## src/rtl/math_pkg.sv

```systemverilog
// Shared definitions for the math-solver datapath:
// ASCII codes, tokenizer states and the token layout.
package math_pkg;

  localparam logic [7:0] CH_PLUS  = 8'd43;
  localparam logic [7:0] CH_MINUS = 8'd45;
  localparam logic [7:0] CH_MUL   = 8'd42;
  localparam logic [7:0] CH_DIV   = 8'd47;
  localparam logic [7:0] CH_LPAR  = 8'd40;
  localparam logic [7:0] CH_RPAR  = 8'd41;
  localparam logic [7:0] CH_EQ    = 8'd61;
  localparam logic [7:0] CH_LF    = 8'd10;
  localparam logic [7:0] CH_SP    = 8'd32;

  localparam int TOK_W = 8;

  typedef enum logic [1:0] {
    IDLE = 2'd0,
    NUM  = 2'd1,
    DONE = 2'd2,
    ERR  = 2'd3
  } tok_state_e;

  typedef struct packed {
    logic [TOK_W-1:0] value;
    logic             is_op;
  } token_t;

endpackage

```

## src/rtl/char_classifier.sv

```systemverilog
// Combinational ASCII classifier for the expression tokenizer.
// Exactly one class flag is high for any input byte.
module char_classifier
  import math_pkg::*;
(
  input  logic [7:0] char_in,
  output logic       is_digit,
  output logic [3:0] digit,
  output logic       is_op,
  output logic       is_space,
  output logic       is_term,
  output logic       is_invalid
);

  assign is_digit = (char_in >= 8'd48) && (char_in <= 8'd57);
  // '0'..'9' are 0x30..0x39, so the low nibble is the value
  assign digit    = char_in[3:0];
  assign is_op    = char_in inside {CH_PLUS, CH_MINUS, CH_MUL,
                                    CH_DIV, CH_LPAR, CH_RPAR};
  assign is_space = (char_in == CH_SP);
  assign is_term  = (char_in == CH_EQ) || (char_in == CH_LF);
  assign is_invalid = !(is_digit || is_op || is_space || is_term);

endmodule

```

## src/rtl/expr_tokenizer.sv

```systemverilog
// Character-stream tokenizer: builds the solver's infix token buffer
// from an ASCII expression, with done/error status.
module expr_tokenizer
  import math_pkg::*;
#(
  parameter  int LEN   = 11,
  parameter  int WIDTH = 8,
  localparam int CW    = $clog2(LEN+1)
) (
  input  logic                              CLK,
  input  logic                              RST_N,
  input  logic                              clear,
  input  logic [7:0]                        char_in,
  input  logic                              char_valid,
  output logic                              char_ready,
  output logic [1:0][LEN-1:0][WIDTH-1:0]    infix,
  output logic [CW-1:0]                     token_count,
  output logic                              done,
  output logic                              error
);

  localparam logic [CW-1:0] LEN_C = CW'(LEN);

  tok_state_e       state;
  logic [WIDTH-1:0] acc;

  logic       c_digit, c_op, c_space, c_term, c_invalid;
  logic [3:0] dig;

  char_classifier u_cls (
    .char_in    (char_in),
    .is_digit   (c_digit),
    .digit      (dig),
    .is_op      (c_op),
    .is_space   (c_space),
    .is_term    (c_term),
    .is_invalid (c_invalid)
  );

  logic [WIDTH+3:0] acc_nxt;
  logic             acc_ovf;
  logic [CW-1:0]    cnt_p1;
  logic [CW-1:0]    cnt_p2;
  logic             room1;
  logic             room2;
  logic             accept;

  // Extra 4 bits hold acc*10+d without wrap so overflow is visible
  assign acc_nxt = ({4'b0, acc} * (WIDTH+4)'(10)) + (WIDTH+4)'(dig);
  assign acc_ovf = |acc_nxt[WIDTH+3:WIDTH];

  assign cnt_p1 = token_count + CW'(1);
  assign cnt_p2 = token_count + CW'(2);
  assign room1  = token_count < LEN_C;
  assign room2  = cnt_p1 < LEN_C;

  assign char_ready = (state == IDLE) || (state == NUM);
  assign accept     = char_valid && char_ready;
  assign done       = (state == DONE);
  assign error      = (state == ERR);

  always_ff @(posedge CLK or negedge RST_N) begin
    if (!RST_N) begin
      state       <= IDLE;
      acc         <= '0;
      infix       <= '0;
      token_count <= '0;
    end else if (clear) begin
      state       <= IDLE;
      acc         <= '0;
      infix       <= '0;
      token_count <= '0;
    end else if (accept) begin
      unique case (state)
        IDLE: begin
          unique case (1'b1)
            c_digit: begin
              acc   <= WIDTH'(dig);
              state <= NUM;
            end
            c_op: begin
              if (room1) begin
                infix[0][token_count] <= WIDTH'(char_in);
                infix[1][token_count] <= WIDTH'(1);
                token_count           <= cnt_p1;
              end else begin
                state <= ERR;
              end
            end
            c_space: begin
            end
            c_term: state <= (token_count != '0) ? DONE : ERR;
            c_invalid: state <= ERR;
            default: state <= ERR;
          endcase
        end
        NUM: begin
          unique case (1'b1)
            c_digit: begin
              if (acc_ovf) state <= ERR;
              else         acc   <= acc_nxt[WIDTH-1:0];
            end
            c_space: begin
              if (room1) begin
                infix[0][token_count] <= acc;
                infix[1][token_count] <= '0;
                token_count           <= cnt_p1;
                state                 <= IDLE;
              end else begin
                state <= ERR;
              end
            end
            // Number and operator land together; both or neither
            c_op: begin
              if (room2) begin
                infix[0][token_count] <= acc;
                infix[1][token_count] <= '0;
                infix[0][cnt_p1]      <= WIDTH'(char_in);
                infix[1][cnt_p1]      <= WIDTH'(1);
                token_count           <= cnt_p2;
                state                 <= IDLE;
              end else begin
                state <= ERR;
              end
            end
            c_term: begin
              if (room1) begin
                infix[0][token_count] <= acc;
                infix[1][token_count] <= '0;
                token_count           <= cnt_p1;
                state                 <= DONE;
              end else begin
                state <= ERR;
              end
            end
            c_invalid: state <= ERR;
            default: state <= ERR;
          endcase
        end
        DONE: state <= DONE;
        ERR:  state <= ERR;
        default: state <= ERR;
      endcase
    end
  end

endmodule
```

## config.mk

```make
export PLATFORM = sky130hd
export DESIGN_NAME = expr_tokenizer
export DESIGN_NICKNAME = d
export VERILOG_FILES = /design/src/rtl/math_pkg.sv /design/src/rtl/char_classifier.sv /design/src/rtl/expr_tokenizer.sv
export SDC_FILE = /design/constraint.sdc
export NUM_CORES = 1
export LEC_CHECK = 0
export CAP_MARGIN = 20
export CORE_MARGIN = 5
export CORE_UTILIZATION = 53
export CTS_CLUSTER_SIZE = 28
export DETAILED_ROUTE_END_ITERATION = 8
export HOLD_SLACK_MARGIN = 0.06
export PLACE_DENSITY = 0.78
export SLEW_MARGIN = 20
export SYNTH_ARGS = -nofsm -noshare
export SYNTH_HDL_FRONTEND = slang
export SYNTH_HIERARCHICAL = 1
export SYNTH_SLANG_ARGS = --single-unit
```

## constraint.sdc

```tcl
create_clock -name CLK -period 4.3 [get_ports CLK]
set_clock_uncertainty 0.2 [all_clocks]
set_input_delay 0.86 -clock CLK [delete_from_list [all_inputs] [get_ports CLK]]
set_output_delay 0.86 -clock CLK [all_outputs]
set_load 0.01 [all_outputs]
```

Yosys cells after proc, flatten, opt, wreduce, memory -nomap -nowiden --
Cells that the tools add are included. Widths: inputs -> output; s select.
Cells by class: add/sub/neg operators 3, $mul 1, $lt $le $gt $ge 8, equality and inequality tests 23, muxes and demuxes 39, bitwise operators 8, reductions and logical operators 17
Operators with widths (count):
- $mux 176 | 6
- $pmux 176 s2 | 2
- $bwmux 88 | 3
- $and 77x77->77 | 2
- $not 77->77 | 2
- $and 88x88->88 | 1
- $not 88->88 | 1
- $demux 8 s4 | 2
- $eq 8x6->1 const B | 8
- $mux 8 | 7
- $pmux 2 s4 | 3
- $or 11x11->11 | 2
- $mux 4 | 5
- $ne 4x4->1 const B | 5
- $ne 3x3->1 const B | 6
- $pmux 4 s2 | 2
- $pmux 8 s2 | 1
- $add 12x4->12 | 1
- $mux 2 | 6
- $mul 8x3->11 const B | 1
- $lt 4x5->1 const B | 2
- $reduce_and 5->1 | 2
- $eq 8x4->1 const B | 1
- $ge 4x1->1 const B | 2
- 19 further kinds | 26
Storage, ports and cells: flip-flop bits (word level) 190, output and inout port bits 183, word-level logic and storage cells 124

Depth between registers and ports, before layout --
Gate-level depths: netlist of run 1.
depth in word-level cells 12, depth in mapped cells 12, mapped depth without buffers 10

Hierarchy --
Netlist of run 1, hierarchy kept.
Modules (own cells, without submodules):
- expr_tokenizer | instances 1, cells each 1170, area each 10338.7 µm², seq. area each 4754.6 µm²
- char_classifier | instances 1, cells each 21, area each 131.4 µm², seq. area each 0.0 µm²

Least setup slack after synthesis of run 1 --
Ideal clock, no wire load.
path type register to register, start point register acc[1], end point register acc[0], arrival time 2.955 ns, setup slack 1.076 ns, stages on the path, launching flop included 10, buffers on the path 0, period minus slack after synthesis 3.224 ns, cell sequence dfrtp_1 ha_1 ha_1 fa_1 and3_2 or3_1 and2_0 mux2_4 or4_1 nand3_1
On the way: word-level cells in the longest chain between the ends 5
Ends and longest elaborated chain:
- from (decl) | line expr_tokenizer.sv:25 | logic [WIDTH-1:0] acc;
- from (signal assigned) | line expr_tokenizer.sv:78 | acc <= WIDTH'(dig);
- from (signal assigned) | line expr_tokenizer.sv:101 | else acc <= acc_nxt[WIDTH-1:0];
- $mul 8x3->11 | line expr_tokenizer.sv:49 | assign acc_nxt = ({4'b0, acc} * (WIDTH+4)'(10)) + (WIDTH+4)'(dig);
- $add 12x4->12 | line expr_tokenizer.sv:49
- $reduce_or 4->1 | line expr_tokenizer.sv:50 | assign acc_ovf = |acc_nxt[WIDTH+3:WIDTH];
- $ne 3x3->1 (no line)
- $reduce_and 5->1 (no line)
No other way between the ends. A chain may end at the register's enable or synchronous reset.

Worst setup path after layout of run 1 --
start point input port char_in[2], end point register infix[32] (netlist name)
On the way: word-level cells in the longest chain between the ends 7, elaborated cells between the ends (all ways) 21, classes of those cells eq/ne: 13; mux: 4; reduce/logical: 4
Ends and longest elaborated chain:
- from (decl) | line expr_tokenizer.sv:13 | input logic [7:0] char_in,
- $eq 8x6->1 / $eq 8x4->1 (equally long branches) | line char_classifier.sv:21 | assign is_term = (char_in == CH_EQ) || (char_in == CH_LF);
- $logic_or 1x1->1 (*) | line char_classifier.sv:21
- via c_term | line expr_tokenizer.sv:27 | logic c_digit, c_op, c_space, c_term, c_invalid;
- $reduce_or 2->1 (no line) (*)
- $pmux 176 s2 | line expr_tokenizer.sv:98 | unique case (1'b1)
- $pmux 176 s2 | line expr_tokenizer.sv:74 | unique case (state)
- $mux 176 | line expr_tokenizer.sv:73 | end else if (accept) begin
- $mux 176 | line expr_tokenizer.sv:68 | end else if (clear) begin
- to (signal, indexed assignment) | line expr_tokenizer.sv:83 | infix[0][token_count] <= WIDTH'(char_in);
- to (signal, indexed assignment) | line expr_tokenizer.sv:118 | infix[0][cnt_p1] <= WIDTH'(char_in);
- to (decl) | line expr_tokenizer.sv:16 | output logic [1:0][LEN-1:0][WIDTH-1:0] infix,
The timed path passes the listed nets; every way through them passes the cells marked *. The select of a mux whose other input is x is not followed.

==> out/metrics.cfg, run 1 <==
[run_status]
run_status=complete, no violations

[synth]
synth_fp_nets=1225
postSynthCellCount=1189
synthesis.yosys.warnings=6
syn_area_per_cell_um2=8.79
post_synth_instance_area_um2=10500

[timing]
layout_worst_path_cycle_share=0.867
drv_slew=0
totalNegativeSetupSlack_ns=0
unrepaired_setup_endpoints_after_global_routing=false
final_hold_fails=0
max_slew.worst_pin.slew_ns=0.958
worst_hold_slack_ns=0.156
final_critical_path_setup_slack_ns=0.571
timing.max_slew.rel_slack=0.357
final_critical_delay_including_setup_and_external_delays_ns=3.73
maxClockFrequency_ghz=0.268
setup_violations=0

[detailed_routing]
drt-pass1-iter-count=5
antenna_left=0
avgViaCountPerCell=6.12
detail_route.wirelength_um=33100
route.vias.total=10000
detailedRoute.firstIterationViolations=1267
route.detailed.wl_per_inst_um=20.2
drt_drc_violations_left=0

[finish]
final_core_util=0.684
antennaDiodeCount=0
area_growth_syn_to_fin_pct=27.2
final_layout_size_suffix_gt1_frac=0.0794
final_net_count=1396

[clocking]
path_clk_slew_ns=0.08
clk_latency_ns=0.45
tritoncts=yes
post_cts.resized_instances=0
clockBufferDepth=2
post_cts_buffers=0
cts_max_level=4
total_clock_buffers_created_by_cts=17
cts_root_buffer=sky130_fd_sc_hd__clkbuf_16
numClockSinks=190
cts_hold_repair.buffers=0

[place]
detailed_place_hpwl_um=22600
place_worst_setup_slack_ns=0.160
place_congestion=0.953
port_buffers=194

[setup_path]
crit_path_start_kind=input port
path_cells=clkdlybuf4s50_1 > buf_4 > nor4_1 > nand2_1 > a21oi_2 > o21ai_0 > a21oi_1 > o211a_4 > buf_4 > a21oi_2 > nand2_1 > o21ai_0
worst_ep_arrival_time_ns=3.84
cp_top_family=compound AO/OA/AOI/OAI gates
worst-r2r-setup-slack_ns=0.92
end_kind=flop
criticalPathCategory=in -> reg
crit-reg2reg-launch=acc[1]$_DFFE_PN0P_
path_buf_inv=3
crit-reg2reg-capture=acc[0]$_DFFE_PN0P_
worst_r2r_path_depth=9
worst_path_max_delay_cell=sky130_fd_sc_hd__clkdlybuf4s50_1
worst-path-stages=12
worst-path-max-fanout=22
worst-endpoint-required_ns=4.42
max_stage_delay_ns=0.45

[grt]
grt_antenna_before_repair=0
grt_pass1_vias=9552
wire_length_of_the_first_global_routing_pass_um=52300
grt_start_max_net_pins=63
globalRouteTotalUtil=0.294
grt_overflow_total=0

[pwr]
total_leakage_power_nw=5.46
p_per_area_nw_per_um2=304
ir_worst_vdd_mv=0.299

[die]
fp.dieH_um=150
num_rows=51
io_pins=195
dieArea_um2=22600
initial_utilization=0.537
core_um2=19500
width_of_the_die_um=150

[min_path]
hold_path_class=in -> async

[job]
drv.max_cap_violation_count=0

[per-stage QoR]
stage                     power (mW)  cell area [um^2]  instances
final                           4.05             13300       1638
after global routing            4.20             13300       1638
after detailed placement        2.39             12700       1606
after global placement          2.38             12700       1606
after CTS                       4.05             13300       1638
after floorplan                 2.16             10500       1189
[metal layers]
layer,global-route usage,up-vias,part of all wire
met5,0,-,0
met3,0.0744,95,0.11
li1,-,4520,-
met1,0.408,4812,0.41
met4,0.122,0,0.038
met2,0.439,605,0.44
[state kept, by name, summed over array words and instances (netlist names)]
register / flops
token_count: 4
state: 2
infix: 176
acc: 8
[how the worst max path moves through the flow]
stage	startpoint	endpoint	slack, ns
after floorplan	acc[1]$_DFFE_PN0P_	acc[0]$_DFFE_PN0P_	1.08
after global placement	char_in[2]	infix[149]$_DFFE_PN0P_	0.21
after detailed placement	char_in[2]	infix[147]$_DFFE_PN0P_	0.16
after CTS	char_in[2]	infix[147]$_DFFE_PN0P_	0.64
after global routing	char_in[2]	infix[38]$_DFFE_PN0P_	0.44
final	char_in[2]	infix[32]$_DFFE_PN0P_	0.57
[report_power, final]
part           leakage [nW]  total, mW  internal, mW  switching, mW
Sequential             2.62       1.85          1.81         0.0336
Combinational          2.53      0.520         0.185          0.335
Clock                 0.302       1.68         0.893          0.789
[final cells by class]
class                      count  area [um^2]
clock inverter                15          194
timing repair buffer         236         2280
sequential                   190         4750
clock buffer                  17          425
multi-input combinational    895         5250
tap                          265          332
fill                        1543         6160
inverter                      20         75.1
[cell usage in the layout, fill, tap and decap left out, types with 3 or more instances in the layout]
| cell type | instances |
|---|---|
| sky130_fd_sc_hd__clkdlybuf4s50_1 | 192 |
| sky130_fd_sc_hd__nand2_1 | 191 |
| sky130_fd_sc_hd__dfrtp_1 | 190 |
| sky130_fd_sc_hd__a21oi_1 | 180 |
| sky130_fd_sc_hd__o21ai_0 | 85 |
| sky130_fd_sc_hd__and2_1 | 84 |
| sky130_fd_sc_hd__nor2_1 | 58 |
| sky130_fd_sc_hd__buf_4 | 40 |
| sky130_fd_sc_hd__nand3_1 | 38 |
| sky130_fd_sc_hd__mux2i_1 | 29 |
| sky130_fd_sc_hd__ha_1 | 22 |
| sky130_fd_sc_hd__inv_1 | 20 |
| sky130_fd_sc_hd__nor3b_1 | 19 |
| sky130_fd_sc_hd__o21ai_1 | 18 |
| sky130_fd_sc_hd__clkbuf_16 | 17 |
| sky130_fd_sc_hd__o21a_1 | 12 |
| sky130_fd_sc_hd__o32a_1 | 11 |
| sky130_fd_sc_hd__nor3_1 | 9 |
| sky130_fd_sc_hd__o22ai_1 | 9 |
| sky130_fd_sc_hd__o2bb2ai_1 | 8 |
| sky130_fd_sc_hd__a311oi_1 | 8 |
| sky130_fd_sc_hd__a21oi_2 | 7 |
| sky130_fd_sc_hd__nor2b_1 | 6 |
| sky130_fd_sc_hd__a2bb2oi_1 | 6 |
| sky130_fd_sc_hd__a211oi_1 | 6 |
| sky130_fd_sc_hd__o32ai_1 | 5 |
| sky130_fd_sc_hd__a21o_1 | 4 |
| sky130_fd_sc_hd__or3_1 | 4 |
| sky130_fd_sc_hd__xnor2_1 | 4 |
| sky130_fd_sc_hd__nor4_1 | 4 |
| sky130_fd_sc_hd__inv_6 | 4 |
| sky130_fd_sc_hd__inv_8 | 4 |
| sky130_fd_sc_hd__nand4_1 | 3 |
| sky130_fd_sc_hd__xor2_1 | 3 |
| sky130_fd_sc_hd__nand2b_1 | 3 |
| sky130_fd_sc_hd__and3_1 | 3 |
| sky130_fd_sc_hd__or3_4 | 3 |
| sky130_fd_sc_hd__or4_1 | 3 |
(Power assumes the default switching activity.)
==> inputs of run 2 (changes only) <==
--- a/config.mk
+++ b/config.mk
@@ -10,7 +10,6 @@
 export CORE_UTILIZATION = 53
 export CTS_CLUSTER_SIZE = 28
 export DETAILED_ROUTE_END_ITERATION = 8
-export HOLD_SLACK_MARGIN = 0.06
 export PLACE_DENSITY = 0.78
 export SLEW_MARGIN = 20
 export SYNTH_ARGS = -nofsm -noshare
==> results of run 2 <==
The final DEF is identical to that of run 1; final timing and power are the same.
